<file path="src/rtl/demux2reg_stream_if.sv">
// Handshake bundle for the registered 1-to-2 stream demultiplexer: one producer
// port and two consumer ports.
interface demux2reg_stream_if #(
  parameter int BITS = 3
);
  logic            enable;
  logic            mode;
  logic            select;
  logic [BITS-1:0] in_data;
  logic            in_valid;
  logic            in_ready;
  logic [BITS-1:0] out_a;
  logic            valid_a;
  logic            ready_a;
  logic [BITS-1:0] out_b;
  logic            valid_b;
  logic            ready_b;
  logic            next_sel;

  // Producer and consumer side: drives the stream inputs and both ready lines.
  modport master (
    output enable, mode, select, in_data, in_valid, ready_a, ready_b,
    input  in_ready, out_a, valid_a, out_b, valid_b, next_sel
  );

  // Demultiplexer side.
  modport slave (
    input  enable, mode, select, in_data, in_valid, ready_a, ready_b,
    output in_ready, out_a, valid_a, out_b, valid_b, next_sel
  );
endinterface

</file>
<file path="src/rtl/demux2reg_stream.sv">
// Registered 1-to-2 stream demultiplexer. Each input word goes to port A or B,
// chosen by an explicit select or by a ping-pong toggle, with valid/ready on every port.

// Single data bit flop with load enable; clears on asynchronous reset.
module demux2reg_stream_act_cell (
  input  logic clock,
  input  logic reset,
  input  logic en,
  input  logic d,
  output logic q
);
  // Bit storage: load when enabled, otherwise hold.
  always_ff @(posedge clock or posedge reset) begin
    if (reset) begin
      q <= 1'b0;
    end else if (en) begin
      q <= d;
    end else begin
      q <= q;
    end
  end
endmodule

module demux2reg_stream #(
  parameter int BITS = 3
) (
  input logic               clock,
  input logic               reset,
  demux2reg_stream_if.slave bus
);
  logic            toggle_r;
  logic            valid_a_r;
  logic            valid_b_r;
  logic [BITS-1:0] out_a_r;
  logic [BITS-1:0] out_b_r;

  logic            next_sel_s;
  logic            free_a_s;
  logic            free_b_s;
  logic            in_ready_s;
  logic            accept_s;
  logic            load_a_s;
  logic            load_b_s;
  logic            valid_a_nxt_s;
  logic            valid_b_nxt_s;
  logic            toggle_nxt_s;

  // Target selection and handshake decode. A busy target never redirects
  // the word to the other port; the producer simply stalls.
  always_comb begin
    next_sel_s = 1'b0;
    free_a_s   = 1'b0;
    free_b_s   = 1'b0;
    in_ready_s = 1'b0;
    accept_s   = 1'b0;
    load_a_s   = 1'b0;
    load_b_s   = 1'b0;

    if (bus.mode) begin
      next_sel_s = toggle_r;
    end else begin
      next_sel_s = bus.select;
    end

    free_a_s = (~valid_a_r) | bus.ready_a;
    free_b_s = (~valid_b_r) | bus.ready_b;

    case (next_sel_s)
      1'b0:    in_ready_s = bus.enable & free_a_s;
      1'b1:    in_ready_s = bus.enable & free_b_s;
      default: in_ready_s = 1'b0;
    endcase

    accept_s = bus.in_valid & in_ready_s;
    load_a_s = accept_s & ~next_sel_s;
    load_b_s = accept_s & next_sel_s;
  end

  // Next-state for the valid flags and the toggle; a load beats a drain.
  always_comb begin
    valid_a_nxt_s = valid_a_r;
    valid_b_nxt_s = valid_b_r;
    toggle_nxt_s  = toggle_r;

    if (load_a_s) begin
      valid_a_nxt_s = 1'b1;
    end else if (bus.ready_a) begin
      valid_a_nxt_s = 1'b0;
    end else begin
      valid_a_nxt_s = valid_a_r;
    end

    if (load_b_s) begin
      valid_b_nxt_s = 1'b1;
    end else if (bus.ready_b) begin
      valid_b_nxt_s = 1'b0;
    end else begin
      valid_b_nxt_s = valid_b_r;
    end

    if (accept_s && bus.mode) begin
      toggle_nxt_s = ~toggle_r;
    end else begin
      toggle_nxt_s = toggle_r;
    end
  end

  // Control state registers.
  always_ff @(posedge clock or posedge reset) begin
    if (reset) begin
      valid_a_r <= 1'b0;
      valid_b_r <= 1'b0;
      toggle_r  <= 1'b0;
    end else begin
      valid_a_r <= valid_a_nxt_s;
      valid_b_r <= valid_b_nxt_s;
      toggle_r  <= toggle_nxt_s;
    end
  end

  // Per-bit data storage; data is kept after a drain, only replaced on a load.
  for (genvar i = 0; i < BITS; i++) begin : g_bit
    demux2reg_stream_act_cell u_cell_a (
      .clock (clock),
      .reset (reset),
      .en    (load_a_s),
      .d     (bus.in_data[i]),
      .q     (out_a_r[i])
    );
    demux2reg_stream_act_cell u_cell_b (
      .clock (clock),
      .reset (reset),
      .en    (load_b_s),
      .d     (bus.in_data[i]),
      .q     (out_b_r[i])
    );
  end

  assign bus.out_a    = out_a_r;
  assign bus.valid_a  = valid_a_r;
  assign bus.out_b    = out_b_r;
  assign bus.valid_b  = valid_b_r;
  assign bus.in_ready = in_ready_s;
  assign bus.next_sel = next_sel_s;
endmodule
</file>
<file path="src/flat_wrapper.sv">
// flat-port wrapper written by rule: the top's interface ports become plain ports
module demux2reg_stream_flat 
#(
  parameter int BITS = 3
)
  (clock, reset, bus_enable, bus_mode, bus_select, bus_in_data, bus_in_valid, bus_ready_a, bus_ready_b, bus_in_ready, bus_out_a, bus_valid_a, bus_out_b, bus_valid_b, bus_next_sel);
  demux2reg_stream_if #(.BITS(BITS)) bus_i ();
  input logic clock;
  input logic reset;
  input wire logic [$bits(bus_i.enable)-1:0] bus_enable;
  input wire logic [$bits(bus_i.mode)-1:0] bus_mode;
  input wire logic [$bits(bus_i.select)-1:0] bus_select;
  input wire logic [$bits(bus_i.in_data)-1:0] bus_in_data;
  input wire logic [$bits(bus_i.in_valid)-1:0] bus_in_valid;
  input wire logic [$bits(bus_i.ready_a)-1:0] bus_ready_a;
  input wire logic [$bits(bus_i.ready_b)-1:0] bus_ready_b;
  output wire logic [$bits(bus_i.in_ready)-1:0] bus_in_ready;
  output wire logic [$bits(bus_i.out_a)-1:0] bus_out_a;
  output wire logic [$bits(bus_i.valid_a)-1:0] bus_valid_a;
  output wire logic [$bits(bus_i.out_b)-1:0] bus_out_b;
  output wire logic [$bits(bus_i.valid_b)-1:0] bus_valid_b;
  output wire logic [$bits(bus_i.next_sel)-1:0] bus_next_sel;
  assign bus_i.enable = bus_enable;
  assign bus_i.mode = bus_mode;
  assign bus_i.select = bus_select;
  assign bus_i.in_data = bus_in_data;
  assign bus_i.in_valid = bus_in_valid;
  assign bus_i.ready_a = bus_ready_a;
  assign bus_i.ready_b = bus_ready_b;
  assign bus_in_ready = bus_i.in_ready;
  assign bus_out_a = bus_i.out_a;
  assign bus_valid_a = bus_i.valid_a;
  assign bus_out_b = bus_i.out_b;
  assign bus_valid_b = bus_i.valid_b;
  assign bus_next_sel = bus_i.next_sel;
  demux2reg_stream #(.BITS(BITS)) u_core (.clock(clock), .reset(reset), .bus(bus_i));
endmodule
</file>
<file path="config.mk">
export PLATFORM = sky130hd
export DESIGN_NAME = demux2reg_stream_flat
export DESIGN_NICKNAME = d
export VERILOG_FILES = /design/src/rtl/demux2reg_stream_if.sv /design/src/rtl/demux2reg_stream.sv /design/src/flat_wrapper.sv
export SDC_FILE = /design/constraint.sdc
export NUM_CORES = 1
export LEC_CHECK = 0
export ABC_CLOCK_PERIOD_IN_PS = 1350
export CAP_MARGIN = 20
export CORE_AREA = 8 8 45 47
export DETAILED_ROUTE_END_ITERATION = 10
export DIE_AREA = 0 0 53 55
export PLACE_DENSITY = 0.7
export SYNTH_ARGS = -nofsm -noshare
export SYNTH_HDL_FRONTEND = slang
export SYNTH_SLANG_ARGS = --single-unit
</file>
<file path="constraint.sdc">
create_clock -name clock -period 1.35 [get_ports clock]
set_clock_uncertainty 0.05 [all_clocks]
set_input_delay 0.2025 -clock clock [delete_from_list [all_inputs] [get_ports clock]]
set_output_delay 0.2025 -clock clock [all_outputs]
set_load 0.02 [all_outputs]
</file>
Word level (Yosys, flattened, before mapping)
Cells that the tools add are included.
{"block": "op_classes", "add_sub_neg": 0, "shift": 0, "mul": 0, "n_div": 0, "n_eq_ne": 0, "reduce_logical": 3, "bitwise_logic": 11, "n_mux": 6, "n_lt_le_gt_ge": 0}
{"op": "$and A1 B1 Y1", "n": 5}
{"op": "$mux W1", "n": 5}
{"op": "$not A1 Y1", "n": 4}
{"op": "$reduce_bool A2 Y1", "n": 2}
{"op": "$or A1 B1 Y1", "n": 2}
{"op": "$pmux W1 S2", "n": 1}
{"op": "$logic_and A1 B1 Y1", "n": 1}
{"block": "word_totals", "latch_bits": 0, "mem_bits_ro": 0, "output_inout_bits": 10, "in_bits": 11, "mem_count": 0, "ramBits": 0, "word_cells": 29, "regBits": 9}

Logic depth before layout (Yosys ltp)
Gate-level depths: netlist of the first run.
{"block": "depth", "word_depth": 7, "depth_mapped": 4, "depth_no_buf": 4}

Hierarchy
A second synthesis of the first run with hierarchy kept.
{"block": "unflattened", "cells_unflattened": 38, "area_unflattened_um2": 435.4}
{"mod": "demux2reg_stream_act_cell", "area_each_um2": 43.8, "cells_each": 3, "n_inst": 6, "seq_area_each_um2": 25.0}
{"mod": "demux2reg_stream", "area_each_um2": 172.7, "cells_each": 20, "n_inst": 1, "seq_area_each_um2": 75.1}

Worst setup path before layout of the first run
Ideal clock, no wire load.
{"block": "synth_timing", "path_type": "register -> register", "from": "register u_core.toggle_r", "to": "register u_core.g_bit[0].u_cell_a.q", "setup_time_ps": 125, "path_buffers": 0, "synth_period_minus_slack_ps": 1508, "slack_ps": -158, "t_required_ps": 1175, "path_stages_with_launch": 5, "arrival_ps": 1333, "path_cell_list": "dfrtp_1 > mux2i_1 > inv_2 > nor3b_4 > mux2_2"}
{"block": "synth_between", "elab_chain_len": 5}
{"element": "start: declaration", "line": "demux2reg_stream.sv:31", "source": "logic toggle_r;"}
{"element": "start signal: assignment", "line": "demux2reg_stream.sv:117", "source": "toggle_r <= toggle_nxt_s;"}
{"element": "$mux W1 *", "line": "demux2reg_stream.sv:59", "source": "if (bus.mode) begin"}
{"element": "via bus_next_sel", "line": "flat_wrapper.sv:22", "source": "output wire logic [$bits(bus_i.next_sel)-1:0] bus_next_sel;"}
{"element": "$not A1 Y1", "line": "demux2reg_stream.sv:68, demux2reg_stream.sv:75"}
{"element": "$pmux W1 S2", "line": "demux2reg_stream.sv:68", "source": "case (next_sel_s)"}
{"element": "$and A1 B1 Y1", "line": "demux2reg_stream.sv:74", "source": "accept_s = bus.in_valid & in_ready_s;"}
{"element": "$and A1 B1 Y1 *", "line": "demux2reg_stream.sv:75", "source": "load_a_s = accept_s & ~next_sel_s;"}
{"element": "end signal: assignment", "line": "demux2reg_stream.sv:19", "source": "q <= q;"}
{"element": "end: declaration", "line": "demux2reg_stream.sv:10", "source": "output logic q"}
Mark *: on every way through the listed nets, which the timed path passes. The rest lies on a longest branch.
A chain may end at the register's enable or synchronous reset.

Worst setup path after layout of the first run
{"block": "layout_timing", "from": "register u_core.toggle_r", "to": "register u_core.g_bit[0].u_cell_a.q"}
{"block": "layout_between", "elab_chain_len": 5}
{"element": "$mux W1 *", "line": "demux2reg_stream.sv:59"}
{"element": "$not A1 Y1", "line": "demux2reg_stream.sv:68, demux2reg_stream.sv:75"}
{"element": "$pmux W1 S2", "line": "demux2reg_stream.sv:68"}
{"element": "$and A1 B1 Y1", "line": "demux2reg_stream.sv:74"}
{"element": "$and A1 B1 Y1 *", "line": "demux2reg_stream.sv:75"}
Mark *: on every way between the ends. The rest lies on a longest branch, timed or not.

==> impl_results.md, run 1 <==
* Status: complete, but fails checks
* Failing checks: setup timing
* Slew of the pin with the lowest slew margin at about 0.34 ns
* Setup-failing EPs final at 8
* Max Root-Sink Buffers at 2
* Level count of the clock H-tree at 1
* Nets at 74
* Top_reg_cell synth: dfrtp_1
* Leakage power at 0.3342 nW
* # Post-CTS Setup Buffers at 0
* Max_slew headroom at about 78%
* Area of the multi-input gates at roughly 190 µm²
* Worst R2R Path Depth at 5
* First-pass GRT wire length at roughly 1.4 mm
* Syn nets at 47
* Worst IR drop on VDD at 684.3 µV
* EDFF count, synth at 0
* Syn Inst Count at 36
* Die X at 53 µm
* Worst Hold Class: input pin to async pin
* Die Y at about 55 µm
* Via density at 4.436
* Final Slew Violations at 0
* RR Endpoint: u_core.g_bit[0].u_cell_a.q
* Cell area after layout at 718.2 µm²
* Synth area leader: dfrtp_1
* Power Dens Cells at ~1400 mW/mm²
* DR pass1 iterations at 2
* # port buffers at 20
* Hpwl dp at 760 µm
* DR iter-0 viols at 2
* Fin crit share at 114.0%
* CP Launch Type: flop
* Ports at 21
* Num CTS Buffers at 3
* Tot Pwr at 1.030 mW
* DP Area at 679.4 µm²
* Finished Layout Cells at a little under 80
* Antenna diodes at 0
* Placed insts at between 70 and 80
* CTS tree: built
* Synth top area share at 51.14%
* Clk sink count at 9
* CP max FO at 4
* Count of cell types in the netlist at 17
* Final ANT Viol Nets at 0
* Clock latency on the worst-skew pair at 0.25 ns
* Worst Setup End Kind: flop
* Top-count cell post-synth: dfrtp_1
* GRT Util Overall at under 10%
* Vias at around 350
* # fillers at 124
* Setup ws final at -0.1894 ns
* Tmin final at 1.539 ns
* Synth area leaders: dfrtp_1, mux2_2, buf_4
* Cell Area, Synth at 440.4 µm²
* CTS Hold Bufs at 0
* Worst-path clk slew at 0.06 ns
* Clock Tree Root: clkbuf_4
* Kind of critical path: flop to flop
* Commonest cells in the netlist: dfrtp_1, buf_4, mux2_2
* Drt drc at 0
* Share of cells above drive strength 1 at 37.10%
* Ys async rst share at 100.0%
* GP Congestion at 0.8204
* Register bit total from synthesis at 9
* Initial antenna violation count at 0
* Max-cap violations at 0
* Sequential share of the synthesized area at 51.14%
* Fin. Hold Viols at 0
* Synthesized area per cell at 12.23 µm²
* Die Area at 0.002915 mm²
* Initial Utilization at 31.83%
* Largest net degree at the start of global routing at 10
* Data arrival time of the worst path at 1.62 ns
* Total wire length at roughly 900 µm
* RSZ-0062 raised after global routing: true
* Setup tns final at -0.9902 ns
* Grt ovf at 0
* Avg WL per Cell at around 12 µm
* Register Area at ~230 µm²
* Reg2reg start: u_core.toggle_r
* Ys Warns at 0
* Highest Clock Rate at 0.6496 GHz
* Total core area at 0.001384 mm²
* Vias in the first global route at approximately 340
* Area grow syn2layout at 63.07%
* Worst EP required at around 1.4 ns
* R2R setup slack at -0.19 ns
* DP Worst Slack at -0.7376 ns
* FP Rows at 14
==> critical path, cell delays in order, from the launching register on <==
cell and delay, ns:
dfrtp_1 0.38, mux2i_2 0.18, inv_2 0.08, buf_6 0.12
nor3b_4 0.28, mux2_4 0.33
==> layer usage <==
| layer | GRT usage [%] | up-vias | share of wire (%) |
|---|---|---|---|
| met1 | 7.764 | 158 | 41 |
| met2 | 9.961 | 9 | 50 |
| met5 | 0 | - | 0 |
| met3 | 2.674 | 2 | 6.4 |
| met4 | 5.172 | 0 | 2.1 |
| li1 | - | 177 | - |
==> cell type report <==
class / instances / share of cell area (%)
repair buffers: 28 / 35.37
multi-input cells: 19 / 25.78
inverters: 2 / 1.045
well taps: 16 / 2.787
flip-flops and latches: 9 / 31.36
clock buffers: 4 / 3.659
==> worst max path at each step <==
stage                    startpoint                          to  cells past startpoint  slack, ns
finish              u_core.toggle_r  u_core.g_bit[0].u_cell_a.q                      5      -0.19
global route        u_core.toggle_r  u_core.g_bit[2].u_cell_a.q                      5      -0.27
CTS                 u_core.toggle_r  u_core.g_bit[0].u_cell_a.q                      5      -0.22
detailed placement         bus_mode                bus_in_ready                      6      -0.74
global placement           bus_mode                bus_in_ready                      6      -0.72
floorplan           u_core.toggle_r  u_core.g_bit[0].u_cell_a.q                      4      -0.10
==> kinds of logic after synthesis <==
| group | count (synthesis) | synth area share [%] |
|---|---|---|
| flip-flops | 9 | 51.14 |
| buffers and inverters | 8 | 11.93 |
| multiplexers | 7 | 17.61 |
| AND/OR/NAND/NOR | 7 | 10.80 |
| AO/OA/AOI/OAI | 5 | 8.524 |
==> layout by cell type, fill, tap and decap left out, types with 2 or more instances in the layout <==
cell type	n
dlygate4sd2_1	9
clkbuf_4	3
dfrtp_1	9
buf_6	2
clkdlybuf4s50_1	9
nand2_1	2
mux2_4	3
buf_4	7
mux2_2	3
==> sequential cells by signal, summed over array words and instances, names as in the netlist <==
signal	count
u_core.bus.valid_a	1
u_core.bus.valid_b	1
u_core.g_bit.u_cell_a.q	3
u_core.g_bit.u_cell_b.q	3
u_core.toggle_r	1
==> stage by stage <==
| stage | utilization, % | hold slack [ns] |
|---|---|---|
| floorplan | - | -0.01958 |
| global placement | 49.10 | 0.4277 |
| detailed placement | 49.10 | 0.4295 |
| CTS | 51.18 | 0.1516 |
| global route | 51.90 | 0.1670 |
| finish | 51.90 | 0.1511 |
==> power by group <==
group | leakage (nW) | switching (mW) | internal [mW]
registers | 0.108 | 0.0331 | 0.349
logic | 0.211 | 0.211 | 0.238
clock network | 0.0150 | 0.0852 | 0.113
total | 0.334 | 0.329 | 0.700
==> what timing repair did <==
action | in CTS | in global routing
setup endpoints to repair | 16 | 9
pin swaps | 2 | 1
resized for setup | 19 | 4
hold endpoints to repair | 0 | 0
Note: power is estimated with default switching activity, not from simulation.
==> inputs of run 2 (changes only) <==
--- a/config.mk
+++ b/config.mk
@@ -6,10 +6,10 @@
 export NUM_CORES = 1
 export LEC_CHECK = 0
 export ABC_CLOCK_PERIOD_IN_PS = 1350
-export CAP_MARGIN = 20
-export CORE_AREA = 8 8 45 47
+export CAP_MARGIN = 40
+export CORE_AREA = 3 3 40 42
 export DETAILED_ROUTE_END_ITERATION = 10
-export DIE_AREA = 0 0 53 55
+export DIE_AREA = 0 0 43 45
 export PLACE_DENSITY = 0.7
 export SYNTH_ARGS = -nofsm -noshare
 export SYNTH_HDL_FRONTEND = slang
==> run 2 against run 1 <==
Compared with the run above: clock-buffer cell count unchanged; the flow still finishes with violations (setup timing); largest power group unchanged; global-route usage increased by 5.9 points; sequential power increased by 1%; worst hold slack got worse by 0.00069 ns; largest cell class unchanged; sequential cell count unchanged; wire length increased by 7.9%; register-to-register slack about the same; first-iteration DRC count increased to 3.0 times the previous value; setup slack got worse by 0.011 ns; sequential share of layout area decreased by 1.5 points; critical path depth unchanged.
==> impl_results.md, run 2 (synthesized netlist as in run 1, its figures left out) <==
* Status: complete, but fails checks (unchanged)
* Failing checks: setup timing (unchanged)
* Total core area at 0.001285 mm² (was 0.001384 mm²)
* GP Congestion at 0.8469 (was 0.8204)
* Total wire length at 972 µm (was 901 µm)
* Max stage delay on crit path at 0.38 ns (about the same)
* Avg WL per Cell at 12.00 µm (was 11.55 µm)
* Clock latency on the worst-skew pair at 0.25 ns (about the same)
* Setup tns final at -1.102 ns (was -0.9902 ns)
* Max Root-Sink Buffers at 2 (unchanged)
* Reg2reg start: u_core.toggle_r (unchanged)
* Die X at 43 µm (was 53 µm)
* Area grow syn2layout at 71.02% (was 63.07%)
* # port buffers at 20 (unchanged)
* Tmin final at 1.551 ns (was 1.539 ns)
* Final ANT Viol Nets at 0 (unchanged)
* Worst-path clk slew at 0.06 ns (about the same)
* Num CTS Buffers at 3 (unchanged)
* Antenna diodes at 0 (unchanged)
* Initial Utilization at 34.27% (was 31.83%)
* Clock Tree Root: clkbuf_4 (unchanged)
* Worst IR drop on VDD at 796.2 µV (was 684.3 µV)
* DR iter-0 viols at 6 (was 2)
* Kind of critical path: flop to flop (unchanged)
* Hpwl dp at 767.3 µm (was 760 µm)
* CP Launch Type: flop (unchanged)
* GRT Util Overall at 12.65% (was 6.773%)
* Nets at 78 (was 74)
* Level count of the clock H-tree at 1 (unchanged)
* Vias in the first global route at 352 (was 338)
* Setup-failing EPs final at 8 (unchanged)
* Top flop regs: u_core.g_bit.u_cell_a.q (3), u_core.g_bit.u_cell_b.q (3) (unchanged)
* Data arrival time of the worst path at 1.64 ns (was 1.62 ns)
* Grt ovf at 0 (unchanged)
* Worst Setup End Kind: flop (unchanged)
* Power Dens Cells at 1453 mW/mm² (was 1434 mW/mm²)
* Slew of the pin with the lowest slew margin at 0.3366 ns (was 0.3355 ns)
* Crit-path leading delay family: multiplexers (unchanged)
* Drt drc at 0 (unchanged)
* FP Rows at 13 (was 14)
* CTS Hold Bufs at 0 (unchanged)
* Clk sink count at 9 (unchanged)
* Buf/Inv on CP at 2 (unchanged)
* RSZ-0062 raised after global routing: true (unchanged)
* Via density at 4.383 (was 4.436)
* Highest-delay cell along the critical path: dfrtp_1 (unchanged)
* Initial antenna violation count at 0 (unchanged)
* Leakage power at 0.3575 nW (was 0.3342 nW)
* Crit. Startpoint: u_core.toggle_r (unchanged)
* Final Slew Violations at 0 (unchanged)
* Fin crit share at 114.9% (was 114.0%)
* Fin. Hold Viols at 0 (unchanged)
* Die Area at 0.001935 mm² (was 0.002915 mm²)
* Worst hold margin at 0.1504 ns (was 0.1511 ns)
* CP max FO at 4 (unchanged)
* Ports at 21 (unchanged)
* Die Y at 45 µm (was 55 µm)
* Max_slew headroom at 77.54% (was 77.61%)
* CTS tree: built (unchanged)
* Commonest non-fill, non-tap cell in the layout: buf_4
* Share of cells above drive strength 1 at 42.42% (was 37.10%)
* Most frequent cells in the layout: buf_4, clkdlybuf4s50_1, dfrtp_1, dlygate4sd2_1, mux2_4 (was clkdlybuf4s50_1, dlygate4sd2_1, dfrtp_1, buf_4)
* Setup ws final at -0.2006 ns (was -0.1894 ns)
* Worst path cell trace: mux2i_2 > inv_2 > buf_6 > nor3b_4 > mux2_4 (unchanged)
* Largest net degree at the start of global routing at 10 (unchanged)
* DR pass1 iterations at 2 (unchanged)
* Worst EP required at 1.44 ns (was 1.43 ns)
* Vias at 355 (was 346)
* Worst Hold Class: input pin to async pin (unchanged)
* DP Worst Slack at -0.7292 ns (was -0.7376 ns)
* Max-cap violations at 0 (unchanged)
* Highest Clock Rate at 0.6449 GHz (was 0.6496 GHz)
* First-pass GRT wire length at 1.676 mm (was 1.400 mm)
-- run 2: cell count changes in the layout (fill, tap and decap cells not counted), sizes merged --
| cell | change |
|---|---|
| dlygate4sd2 | -1 |
| buf | +5 |
-- run 2: path summary, 6_finish.rpt --
path	slack, ns	endpoint	cells after the start
max	-0.20	u_core.g_bit[0].u_cell_a.q	5
min	0.15	u_core.g_bit[2].u_cell_b.q	2
max reg2reg	-0.20	u_core.g_bit[0].u_cell_a.q	5
min reg2reg	0.45	u_core.g_bit[2].u_cell_a.q	1
max in group asynchronous	0.85	u_core.toggle_r	2
min in group clock	0.39	u_core.toggle_r	3
-- run 2: metrics by stage --
stage	power (mW)	util [%]	instance area, µm²	instances
2_1_floorplan	0.7014	-	444.2	36
3_3_place_gp	0.8717	53.36	685.7	74
3_5_place_dp	0.8871	53.36	685.7	74
4_1_cts	1.085	56.67	728.2	79
5_1_grt	1.176	58.62	753.2	81
6_report	1.095	58.62	753.2	81
-- run 2: per-layer routing --
| layer | global-route usage, % | vias to the layer above | routed length (µm) |
|---|---|---|---|
| met4 | 3.614 | 0 | 12 |
| met2 | 19.46 | 13 | 487 |
| met1 | 15.25 | 158 | 387 |
| met3 | 7.171 | 2 | 84 |
| li1 | - | 182 | - |
| met5 | 0 | - | 0 |
-- run 2: report_power, final --
part / total, mW / internal, mW / switching, mW / leakage, nW
clock: 0.198 / 0.113 / 0.0847 / 0.0150
combinational: 0.511 / 0.284 / 0.227 / 0.235
sequential: 0.386 / 0.349 / 0.0366 / 0.108
-- run 2: what timing repair did --
item / CTS / global route
pin swaps: 2 / 2
setup endpoints to repair: 16 / 9
resized for setup: 25 / 4
setup buffers: 1 / 2
-- run 2: cell type report --
cell class	count	area, µm²
multi-input combinational	19	188.9
clock buffer	4	26.28
tap	15	18.77
sequential	9	225.2
fill	116	531.8
inverter	2	7.507
timing repair buffer	32	286.5
